<file path="config.mk">
export PLATFORM = sky130hd
export DESIGN_NAME = store_drain_ctrl
export DESIGN_NICKNAME = d
export VERILOG_FILES = /design/src/rtl/store_drain_ctrl.sv
export SDC_FILE = /design/constraint.sdc
export NUM_CORES = 1
export LEC_CHECK = 0
export ABC_CLOCK_PERIOD_IN_PS = 4800
export BUFFER_PORTS_ARGS = -buffer_cell sky130_fd_sc_hd__buf_2
export CORE_UTILIZATION = 45
export CTS_CLUSTER_DIAMETER = 60
export CTS_CLUSTER_SIZE = 30
export DETAILED_ROUTE_END_ITERATION = 10
export GPL_TIMING_DRIVEN = 0
export PLACE_DENSITY_LB_ADDON = 0.2
export REMOVE_ABC_BUFFERS = 1
export SLEW_MARGIN = 25
export SYNTH_ARGS = -nofsm -noshare
export SYNTH_HDL_FRONTEND = slang
export SYNTH_SLANG_ARGS = --single-unit
</file>
<file path="constraint.sdc">
create_clock -name clk -period 4.8 [get_ports clk]
set_clock_uncertainty 0.2 [all_clocks]
set_input_delay 0.48 -clock clk [delete_from_list [all_inputs] [get_ports clk]]
set_output_delay 0.48 -clock clk [all_outputs]
set_load 0.02 [all_outputs]
</file>
<file path="src/rtl/store_drain_ctrl.sv">
// store_drain_ctrl: store buffer that lane-aligns pipeline stores and drains them in FIFO order to data memory.
`ifndef SLWORD
`define SLWORD      3'd0
`define SLHALF      3'd1
`define SLBYTE      3'd2
`define SLWORDLEFT  3'd3
`define SLWORDRIGHT 3'd4
`endif
module store_drain_ctrl #(
  parameter int DEPTH = 4
) (
  input  logic                     clk,
  input  logic                     reset,
  input  logic                     st_valid,
  output logic                     st_ready,
  input  logic [31:0]              st_addr,
  input  logic [31:0]              st_data,
  input  logic [2:0]               st_ctrl,
  output logic                     mem_req,
  output logic [31:0]              mem_addr,
  output logic [31:0]              mem_wdata,
  output logic [3:0]               mem_be,
  input  logic                     mem_ack,
  input  logic [31:0]              ld_addr,
  output logic                     ld_hit,
  output logic [$clog2(DEPTH):0]   sb_count,
  output logic                     sb_empty
);
  localparam int AW = $clog2(DEPTH);
  localparam logic [AW:0] FULL = DEPTH[AW:0];
  typedef enum logic {IDLE, SEND} state_t;
  state_t state;
  logic [29:0] addr_q [DEPTH];
  logic [31:0] data_q [DEPTH];
  logic [3:0] be_q [DEPTH];
  logic [DEPTH-1:0] vld;
  logic [AW-1:0] head, tail;
  logic [AW:0] count, count_next;
  logic [1:0] b;
  logic [31:0] cdata;
  logic [3:0] cbe;
  logic ok, push, pop, send, unused;
  assign b = st_addr[1:0];
  always_comb begin
    cdata = st_data;
    cbe = 4'b1111;
    ok = 1'b1;
    case (st_ctrl)
      `SLWORD: ;
      `SLHALF: begin
        cdata = st_data << {b[1], 4'b0000};
        cbe = b[1] ? 4'b1100 : 4'b0011;
      end
      `SLBYTE: begin
        cdata = st_data << {b, 3'b000};
        cbe = 4'b0001 << b;
      end
      `SLWORDLEFT: begin
        cdata = st_data >> {~b, 3'b000};
        cbe = 4'b1111 >> ~b;
      end
      `SLWORDRIGHT: begin
        cdata = st_data << {b, 3'b000};
        cbe = 4'b1111 << b;
      end
      default: ok = 1'b0;
    endcase
  end
  assign st_ready = count != FULL;
  assign sb_count = count;
  assign sb_empty = count == '0;
  assign send = state == SEND;
  assign push = st_valid && st_ready && ok;
  assign pop = send && mem_ack;
  assign count_next = count + {{AW{1'b0}}, push} - {{AW{1'b0}}, pop};
  assign mem_req = send;
  assign mem_addr = send ? {addr_q[head], 2'b00} : 32'd0;
  assign mem_wdata = send ? data_q[head] : 32'd0;
  assign mem_be = send ? be_q[head] : 4'd0;
  assign unused = ^ld_addr[1:0];
  always_comb begin
    ld_hit = 1'b0;
    for (int i = 0; i < DEPTH; i++) ld_hit = ld_hit | (vld[i] && addr_q[i] == ld_addr[31:2]);
  end
  // Entry payload needs no reset: vld gates every use of it.
  always_ff @(posedge clk) begin
    if (push) begin
      addr_q[tail] <= st_addr[31:2];
      data_q[tail] <= cdata;
      be_q[tail] <= cbe;
    end
  end
  always_ff @(posedge clk or negedge reset) begin
    if (!reset) begin
      state <= IDLE;
      head <= '0;
      tail <= '0;
      count <= '0;
      vld <= '0;
    end else begin
      if (push) begin
        vld[tail] <= 1'b1;
        tail <= tail + AW'(1);
      end
      if (pop) begin
        vld[head] <= 1'b0;
        head <= head + AW'(1);
      end
      count <= count_next;
      // Leave IDLE only on the edge after the buffer is seen non-empty.
      state <= send ? (count_next != '0 ? SEND : IDLE) : (count != '0 ? SEND : IDLE);
    end
  end
endmodule

</file>
==> results of run 1 <==
synthesized netlist by cell type, types with 12 or more instances:
cell type,instances
a21oi_1,20
and2_1,71
buf_2,15
clkbuf_1,37
dfrtp_1,12
edfxtp_1,264
mux4_2,66
nand2_1,44
nand4_1,25
nor2_1,23
nor4_1,17
o21ai_0,21
xnor2_1,80
xor2_1,46
state kept, by name, summed over array words and instances, names as in the netlist:
name      flops
mem_req       1
head          2
addr_q      120
tail          2
sb_count      3
vld           4
data_q      128
be_q         16
cells in the final DEF, fill, tap and decap left out, types with 3 or more instances in the layout:
cell           count
a21oi_1           20
a221o_1            9
a222oi_1           8
a22oi_1            8
a2bb2oi_1          4
and2_1            67
and2_4             4
buf_12             4
buf_16             4
buf_2            173
clkbuf_16         23
clkinv_8           4
dfrtp_1            9
dfrtp_4            3
dlygate4sd3_1     30
edfxtp_1         264
ha_1              10
inv_1             10
inv_6              4
mux2_2             7
mux2i_1            9
mux4_2            66
nand2_1           44
nand4_1           25
nor2_1            23
nor2b_1           10
nor4_1            17
o21ai_0           21
xnor2_1           80
xor2_1            46
per-stage QoR:
step | total power, mW | cells | cell area (um^2) | utilization [%] | TNS (ns)
detailed placement | 6.27 | 1350 | 14400 | 50.3 | 0
global placement | 6.34 | 1341 | 14200 | 49.4 | -107.16
finish | 8.07 | 1421 | 15500 | 54.0 | 0
floorplan | 5.27 | 784 | 12800 | - | 0
CTS | 8.17 | 1420 | 15500 | 54.0 | 0
global route | 8.49 | 1420 | 15500 | 54.0 | 0
per-layer routing:
metal,vias to the layer above,global-route usage [%]
li1,3575,-
met1,3865,27.0
met2,313,36.9
met3,40,3.23
met4,0,4.69
met5,-,0
critical path, cell delays in order, from the launching register on:
cell	delay, ns
dfrtp_4	0.71
buf_12	0.28
buf_16	0.27
mux4_2	0.53
and2_1	0.21
buf_2	0.17
how the worst min path moves through the flow:
stage	start	end	depth (start not counted)	slack [ns]
3_3_place_gp	reset	mem_req	1	0.18
2_1_floorplan	reset	head[0]	0	-0.02
4_1_cts	st_addr[20]	addr_q[0][18]	1	0.004
6_report	st_addr[20]	addr_q[0][18]	1	0.03
5_1_grt	st_addr[20]	addr_q[0][18]	1	0.01
3_5_place_dp	reset	mem_req	1	0.18
layout make-up:
| cell class | count | area [um^2] | share of cell area [%] |
|---|---|---|---|
| clock inverter | 16 | 186 | 1.21 |
| timing repair buffer | 212 | 1370 | 8.87 |
| multi-input combinational | 498 | 4570 | 29.5 |
| antenna | 1 | 2.50 | 0.0162 |
| tap | 384 | 480 | 3.11 |
| clock buffer | 24 | 579 | 3.75 |
| inverter | 10 | 37.5 | 0.243 |
| sequential | 276 | 8240 | 53.3 |
kinds of logic (layout without fill, tap and decap cells):
| family | count (synthesis) | count (layout) | synth area share [%] |
|---|---|---|---|
| AO/OA/AOI/OAI | 76 | 76 | 3.96 |
| XOR/XNOR | 126 | 126 | 8.45 |
| adder cells (fa/ha/maj) | 11 | 11 | 1.11 |
| buffers and inverters | 69 | 262 | 2.27 |
| flip-flops | 276 | 276 | 63.0 |
| multiplexers | 82 | 82 | 12.7 |
| other | 1 | 3 | 0.0287 |
| AND/OR/NAND/NOR | 201 | 201 | 8.51 |
what timing repair did:
action,4_1_cts,5_1_grt
hold buffers,30,0
endpoints found under the hold margin,126,0
resized for setup,0,0
where the power goes:
group	total [mW]	switching, mW	internal [mW]
Clock	1.89	0.948	0.942
Combinational	2.88	1.57	1.30
Sequential	3.31	0.274	3.04
==> results.toml, run 1 <==
[logic_synthesis]
netlist_instances = 842
async_reset_ff_share_pct = 4.35
synthTopCellsByArea = "edfxtp_1 61%, mux4_2 11%, xnor2_1 5.4%"
synth.distinct_cells = 40
synth_seq_cells = 276
yosysSeqAreaShare_pct = 63.0
synth_ff_type = "edfxtp_1"
synth_warnings = 0
synth-edff-count = 264
synth_top_area_share_pct = 60.7
postSynthAreaPerCell_um2 = 15.5
synth.largest_area_cell = "edfxtp_1"
netlist_area_mm2 = 0.0131

[floorplanning]
coreArea_mm2 = 0.0286
rows = 62
top_level_ports = 178
start_util_pct = 45.6
fp.dieH_um = 172
dieArea_mm2 = 0.0297
die_w_um = 172

[sta]
slew_violations = 0
hold_viol_final = 0
fin_hold_ws_ns = 0.0267
fin_ws_ns = 1.38
max_clock_freq_mhz = 293
rsz0062_at_grt = "no"
setup_viol = 0
period_share_pct = 71.2
period_minus_slack_ns = 3.42
tightest_slew_ns = 0.923
relSlewSlack_pct = 38.1

[critical_path]
crit_path_end_kind = "output port"
crit_path_max_fanout = 30
r2r_slack_ns = 1.71
cp-endpoint = "mem_wdata[11]"
critical_path_arrival_ns = 2.74
timing.rr.end = "mem_req"
r2r-start = "mem_req"
startpoint = "head[0]"
critPathLaunchType = "flip-flop"
crit_type = "flip-flop to output port"
ff2ff_path_depth = 11
crit_required_ns = 4.12

[clocking]
cts_setup_buffers = 0
numCtsBuffers = 22
clk_path_buf_depth = 3
cts-root-buf = "clkbuf_16"
insertion_delay_ns = 0.52
cts_tree = "done"
clk_pin_slew_worst_paths_ns = 0.08
htreeDepth = 1
clock_sinks = 276

[power]
powerDensity_mw_per_mm2 = 522
irDropWorstVdd_uv = 384
power_leakage_nw = 5.34

[detailed_routing]
wl_um = 30600
avgViaCountPerCell = 5.48
vias = 7793
drt-initial-drc-count = 696
antenna_left = 0
post-route-drc-count = 0
wl_met1_um = 12800
dr.max_layer_used = "met4"
wl_met2_um = 15200
dr.pass1.iters = 7
wire_per_inst_um = 21.5
dr_wl_met3_um = 1990

[global_route]
grt_max_degree = 41
grt_pass1_vias = 7759
grt-ovfl-total = 0
grt_antenna_before_repair = 0
grt_pass1_wl_um = 45400
grt_usage_pct = 20.9

[cells_and_area]
fillerInstances = 2334
area_growth_pct = 18.4
drive_gt1_share_pct = 29.6
nets = 1134

[place]
place.gp.congestion = 0.808
port_buffers = 173
dpl.hpwl_um = 20700
dp_slack_ns = 1.58

[run_status]
status = "finished clean"

[job]
drv_cap = 0

[worst_hold_path]
hp-class = "input port to flip-flop"
No activity file was read; power rests on OpenSTA's default activity.
==> run 2: changes to the inputs <==
ABC_CLOCK_PERIOD_IN_PS = 2900   (was 4800)
clock period = 2.9 ns   (was 4.8 ns; I/O delays follow)
==> results.toml, run 2 (same netlist as run 1, synthesis figures left out) <==
[run_status]
status = "finished with violations"
violations = "hold timing"

[clocking]
htreeDepth = 1
clk_pin_slew_worst_paths_ns = 0.08
insertion_delay_ns = 0.52
cts_tree = "done"
cts-root-buf = "clkbuf_16"
numCtsBuffers = 22
clk_path_buf_depth = 3
clock_sinks = 276

[cells_and_area]
drive_gt1_share_pct = 30.0
area_growth_pct = 21.6
layout.cells.non_filler = 1454
final_cell_mix = "264 x edfxtp_1, 173 x buf_2, 78 x xnor2_1, 66 x mux4_2, 63 x and2_1"
largest_register = "data_q"
nets = 1168
largestRegisters = "data_q (128), addr_q (120), be_q (16)"
diodes = 0
largest_reg_flops = 128
layout_commonest_cell = "edfxtp_1"

[critical_path]
crit_required_ns = 2.97
cpPeakStageDelay_ns = 0.63
path_buf_inv = 2
critPathLaunchType = "input port"
cp_slowest_cell = "a221o_2"
cpMostUsedCell = "nand2_1"
critical_path_arrival_ns = 2.86
cp_top_family = "buffers and inverters"
crit_path_max_fanout = 38
r2r_slack_ns = 0.21
crit_chain = "buf_2 -> nor2b_1 -> or3_1 -> a221o_2 -> nand2_1 -> nand2_1 -> dlygate4sd3_1"
crit_path_end_kind = "flip-flop"
crit_type = "input port to flip-flop"

[global_route]
grt_antenna_before_repair = 0
grt-ovfl-total = 0
grt_pass1_vias = 8022
grt_max_degree = 41
grt_usage_pct = 21.3
grt_pass1_wl_um = 46300

[detailed_routing]
wire_per_inst_um = 21.6
wl_um = 31500
dr.pass1.iters = 7
antenna_left = 0
vias = 7964
avgViaCountPerCell = 5.48
drt-initial-drc-count = 678
post-route-drc-count = 0

[power]
power.share.sequential_pct = 39.2
switching_share_pct = 34.6
p_sw_mw = 4.71
p_int_mw = 8.90
powerDensity_mw_per_mm2 = 857
irDropWorstVdd_uv = 639
share_comb_of_total_power_pct = 37.8
pwr-share-clk_pct = 23.0
power_leakage_nw = 5.52

[sta]
rsz0062_at_grt = "no"
tns_ns = 0
period_minus_slack_ns = 2.79
slew_violations = 0
fin_hold_ws_ns = -0.0126
hold_viol_final = 1
period_share_pct = 96.3
max_clock_freq_mhz = 358
setup_viol = 0
tightest_slew_ns = 0.945
relSlewSlack_pct = 36.6

[worst_hold_path]
hp-class = "input port to flip-flop"

[place]
dpl.hpwl_um = 20700
dpl.cell_count = 1350
port_buffers = 173
place.gp.congestion = 0.808

[floorplanning]
coreArea_mm2 = 0.0286
dieArea_mm2 = 0.0297
top_level_ports = 178
fp.dieH_um = 172
rows = 62
die_w_um = 172
start_util_pct = 45.6

[job]
drv_cap = 0
run 2: cell types whose count changed in the layout (fill, tap and decap cells not counted), moves of 2 or more:
cell	change
buf_4	+2
xnor2_2	+2
and2_1	-4
and2_4	+4
dlygate4sd3_1	+29
xnor2_1	-2
run 2: worst paths after layout:
check                           endpoint         from  cells past startpoint
min in group asynchronous    sb_count[0]        reset                      3
setup / recovery           data_q[0][19]   st_addr[1]                      7
setup reg to reg                 mem_req      mem_req                     11
max in group asynchronous        head[0]        reset                      3
hold / removal                   tail[0]     st_valid                      3
hold reg to reg              sb_count[2]  sb_count[2]                      1
run 2: per-stage QoR:
stage	util, %	area (um^2)	power [mW]	worst slack, ns	hold WS, ns
finish	55.5	15900	13.6	0.108	-0.0126
global route	55.5	15900	14.3	0.000592	0.00225
CTS	55.2	15800	13.7	-0.0201	0.000658
detailed placement	50.3	14400	10.4	-0.232	-0.00697
global placement	49.4	14200	10.1	-2.67	-0.00783
floorplan	-	12800	8.72	-1.15	-0.206
run 2: final cells by class:
| type | count | area, um^2 |
|---|---|---|
| clock buffers | 24 | 579 |
| clock inverters | 16 | 186 |
| fillers | 2296 | 12700 |
| inverters | 10 | 37.5 |
| multi-input cells | 498 | 4610 |
| flip-flops and latches | 276 | 8240 |
| well taps | 384 | 480 |
| repair buffers | 246 | 1740 |
run 2: worst reg2reg max path: cells and delay by family, from the launching register on:
kind,cells,cell delay (ns)
flip-flops,1,0.49
AO/OA/AOI/OAI,1,0.07
adder cells (fa/ha/maj),3,0.85
AND/OR/NAND/NOR,2,0.39
XOR/XNOR,2,0.30
buffers and inverters,3,0.28
run 2: repair_timing:
item / 4_1_cts / 5_1_grt
resized for setup: 5 / 7
hold endpoints to repair: 200 / 6
cloned: 0 / 1
hold buffers: 58 / 1
pin swaps: 0 / 0
buffers inserted: 4 / 0
setup endpoints to repair: 47 / 38
run 2: power by group through the flow:
stage	sequential, mW	clock [mW]	combinational, mW
detailed placement	5.58	0	4.80
finish	5.33	3.13	5.14
global route	5.38	3.33	5.57
global placement	5.91	0	4.17
CTS	5.33	3.19	5.15
floorplan	5.67	0	3.05
run 2: per-layer routing:
metal,track usage [%],part of all wire (%),up-vias
met1,26.8,41,3988
met2,38.2,51,295
met3,3.43,5.9,43
met5,0,0,-
met4,5.23,2.2,0
li1,-,-,3638
==> run 3: changes to the inputs <==
CTS_BUF_LIST = sky130_fd_sc_hd__clkbuf_4   (was unset)
==> results.toml, run 3 (same netlist as run 1, synthesis figures left out) <==
[run_status]
status = "finished with violations"
violations = "setup timing"

[sta]
fin_ws_ns = -0.0140
tns_ns = -0.0252
rsz0062_at_grt = "yes"
hold_viol_final = 0
relSlewSlack_pct = 35.2
period_share_pct = 100
max_clock_freq_mhz = 343
tightest_slew_ns = 0.966
setup_viol = 3
slew_violations = 0
period_minus_slack_ns = 2.91

[detailed_routing]
drt-initial-drc-count = 745
wl_met2_um = 16500
wire_per_inst_um = 22.1
vias = 8172
dr.pass1.iters = 6
wl_um = 32900
antenna_left = 0
dr_wl_met3_um = 2190
dr.max_layer_used = "met4"
avgViaCountPerCell = 5.50
wl_met1_um = 13100
post-route-drc-count = 0

[clocking]
numCtsBuffers = 22
htreeDepth = 1
insertion_delay_ns = 0.71
clock_sinks = 276
clk_pin_slew_worst_paths_ns = 0.19
clk_path_buf_depth = 3
cts_tree = "done"
cts-root-buf = "clkbuf_4"

[power]
irDropWorstVdd_uv = 521
power_leakage_nw = 5.76
total_power_mw = 13.6
powerDensity_mw_per_mm2 = 832

[cells_and_area]
largestRegisters = "data_q (128), addr_q (120), be_q (16)"
layout_commonest_cell = "edfxtp_1"
largest_reg_flops = 128
final_cell_mix = "264 x edfxtp_1, 138 x buf_2, 79 x dlygate4sd3_1, 66 x mux4_2, 64 x xnor2_1"
largest_register = "data_q"
layout.cell_area.non_filler_mm2 = 0.0163
drive_gt1_share_pct = 35.1
nets = 1198
area_growth_pct = 24.9
fillerInstances = 2255

[global_route]
grt_pass1_wl_um = 48000
grt_max_degree = 41
grt_pass1_vias = 8178
grt_antenna_before_repair = 1
grt-ovfl-total = 0
grt_usage_pct = 22.3

[critical_path]
r2r-start = "mem_req"
ff2ff_path_depth = 11
crit_path_max_fanout = 7
timing.rr.end = "mem_req"
crit_path_end_kind = "output port"
startpoint = "head[0]"
crit_type = "flip-flop to output port"
crit_required_ns = 2.41
critical_path_arrival_ns = 2.42
cp-endpoint = "mem_wdata[19]"
r2r_slack_ns = 0.21
critPathLaunchType = "flip-flop"

[place]
placed_area_mm2 = 0.0144
place.gp.congestion = 0.808
port_buffers = 173
dpl.hpwl_um = 20700

[floorplanning]
dieArea_mm2 = 0.0297
start_util_pct = 45.6
coreArea_mm2 = 0.0286
fp.dieH_um = 172
die_w_um = 172
rows = 62
top_level_ports = 178

[job]
drv_cap = 0

[worst_hold_path]
hp-class = "input port to flip-flop"
==> run 3: changes by cell type in the layout (fill, tap and decap cells not counted), moves of 5 or more <==
cell,delta
nor4_1,-6
xnor2_1,-14
and2_1,-34
xnor2_2,+14
nor4_2,+5
dlygate4sd3_1,+20
buf_2,-35
buf_6,+34
clkbuf_4,+24
clkbuf_16,-23
and2_4,+34
==> run 3: what timing repair did <==
| action | 4_1_cts | 5_1_grt |
|---|---|---|
| setup endpoints to repair | 52 | 67 |
| gates cloned | 5 | 1 |
| resized for setup | 41 | 99 |
| buffers inserted | 9 | 3 |
| pin swaps | 12 | 15 |
| hold buffers | 79 | 0 |
| endpoints found under the hold margin | 284 | 0 |
==> run 3: layout make-up <==
cell class	instances	area, um^2	share of cell area (%)
diodes	1	2.50	0.0153
clock buffers	24	180	1.10
clock inverters	16	186	1.14
inverters	10	37.5	0.230
multi-input cells	498	4840	29.7
flip-flops and latches	276	8240	50.5
well taps	384	480	2.95
repair buffers	276	2340	14.4
==> run 3: worst min path at each step <==
stage | start | end | slack (ns) | cells after the start
floorplan | reset | head[0] | -0.21 | 0
global route | st_ctrl[2] | tail[1] | 0.07 | 4
detailed placement | reset | mem_req | -0.007 | 1
finish | st_ctrl[1] | be_q[0][2] | 0.07 | 3
global placement | reset | mem_req | -0.008 | 1
CTS | st_ctrl[1] | be_q[0][2] | 0.002 | 3
==> run 3: critical path: stages (launching register included) <==
cell and delay, ns:
dfrtp_4 0.55, buf_16 0.17, buf_12 0.14, buf_16 0.14
mux4_2 0.43, and2_4 0.18, buf_6 0.12
==> run 3: per-layer routing <==
metal	track usage, %	vias to the layer above
li1	-	3709
met2	40.0	357
met3	3.36	67
met1	27.9	4039
met5	0	-
met4	6.39	0
==> run 3: where the power goes <==
group / internal [mW] / switching (mW) / total (mW)
combinational: 3.19 / 3.10 / 6.28
sequential: 5.03 / 0.291 / 5.32
clock: 0.532 / 1.43 / 1.97
==> run 3: per-stage QoR <==
stage	hold slack, ns	utilization [%]	std cells	setup WS [ns]
floorplan	-0.206	-	784	-1.15
global placement	-0.00783	49.4	1341	-2.67
detailed placement	-0.00697	50.3	1350	-0.232
CTS	0.00214	55.8	1483	-0.0999
global route	0.0661	57.0	1485	-0.114
finish	0.0750	57.0	1485	-0.0140
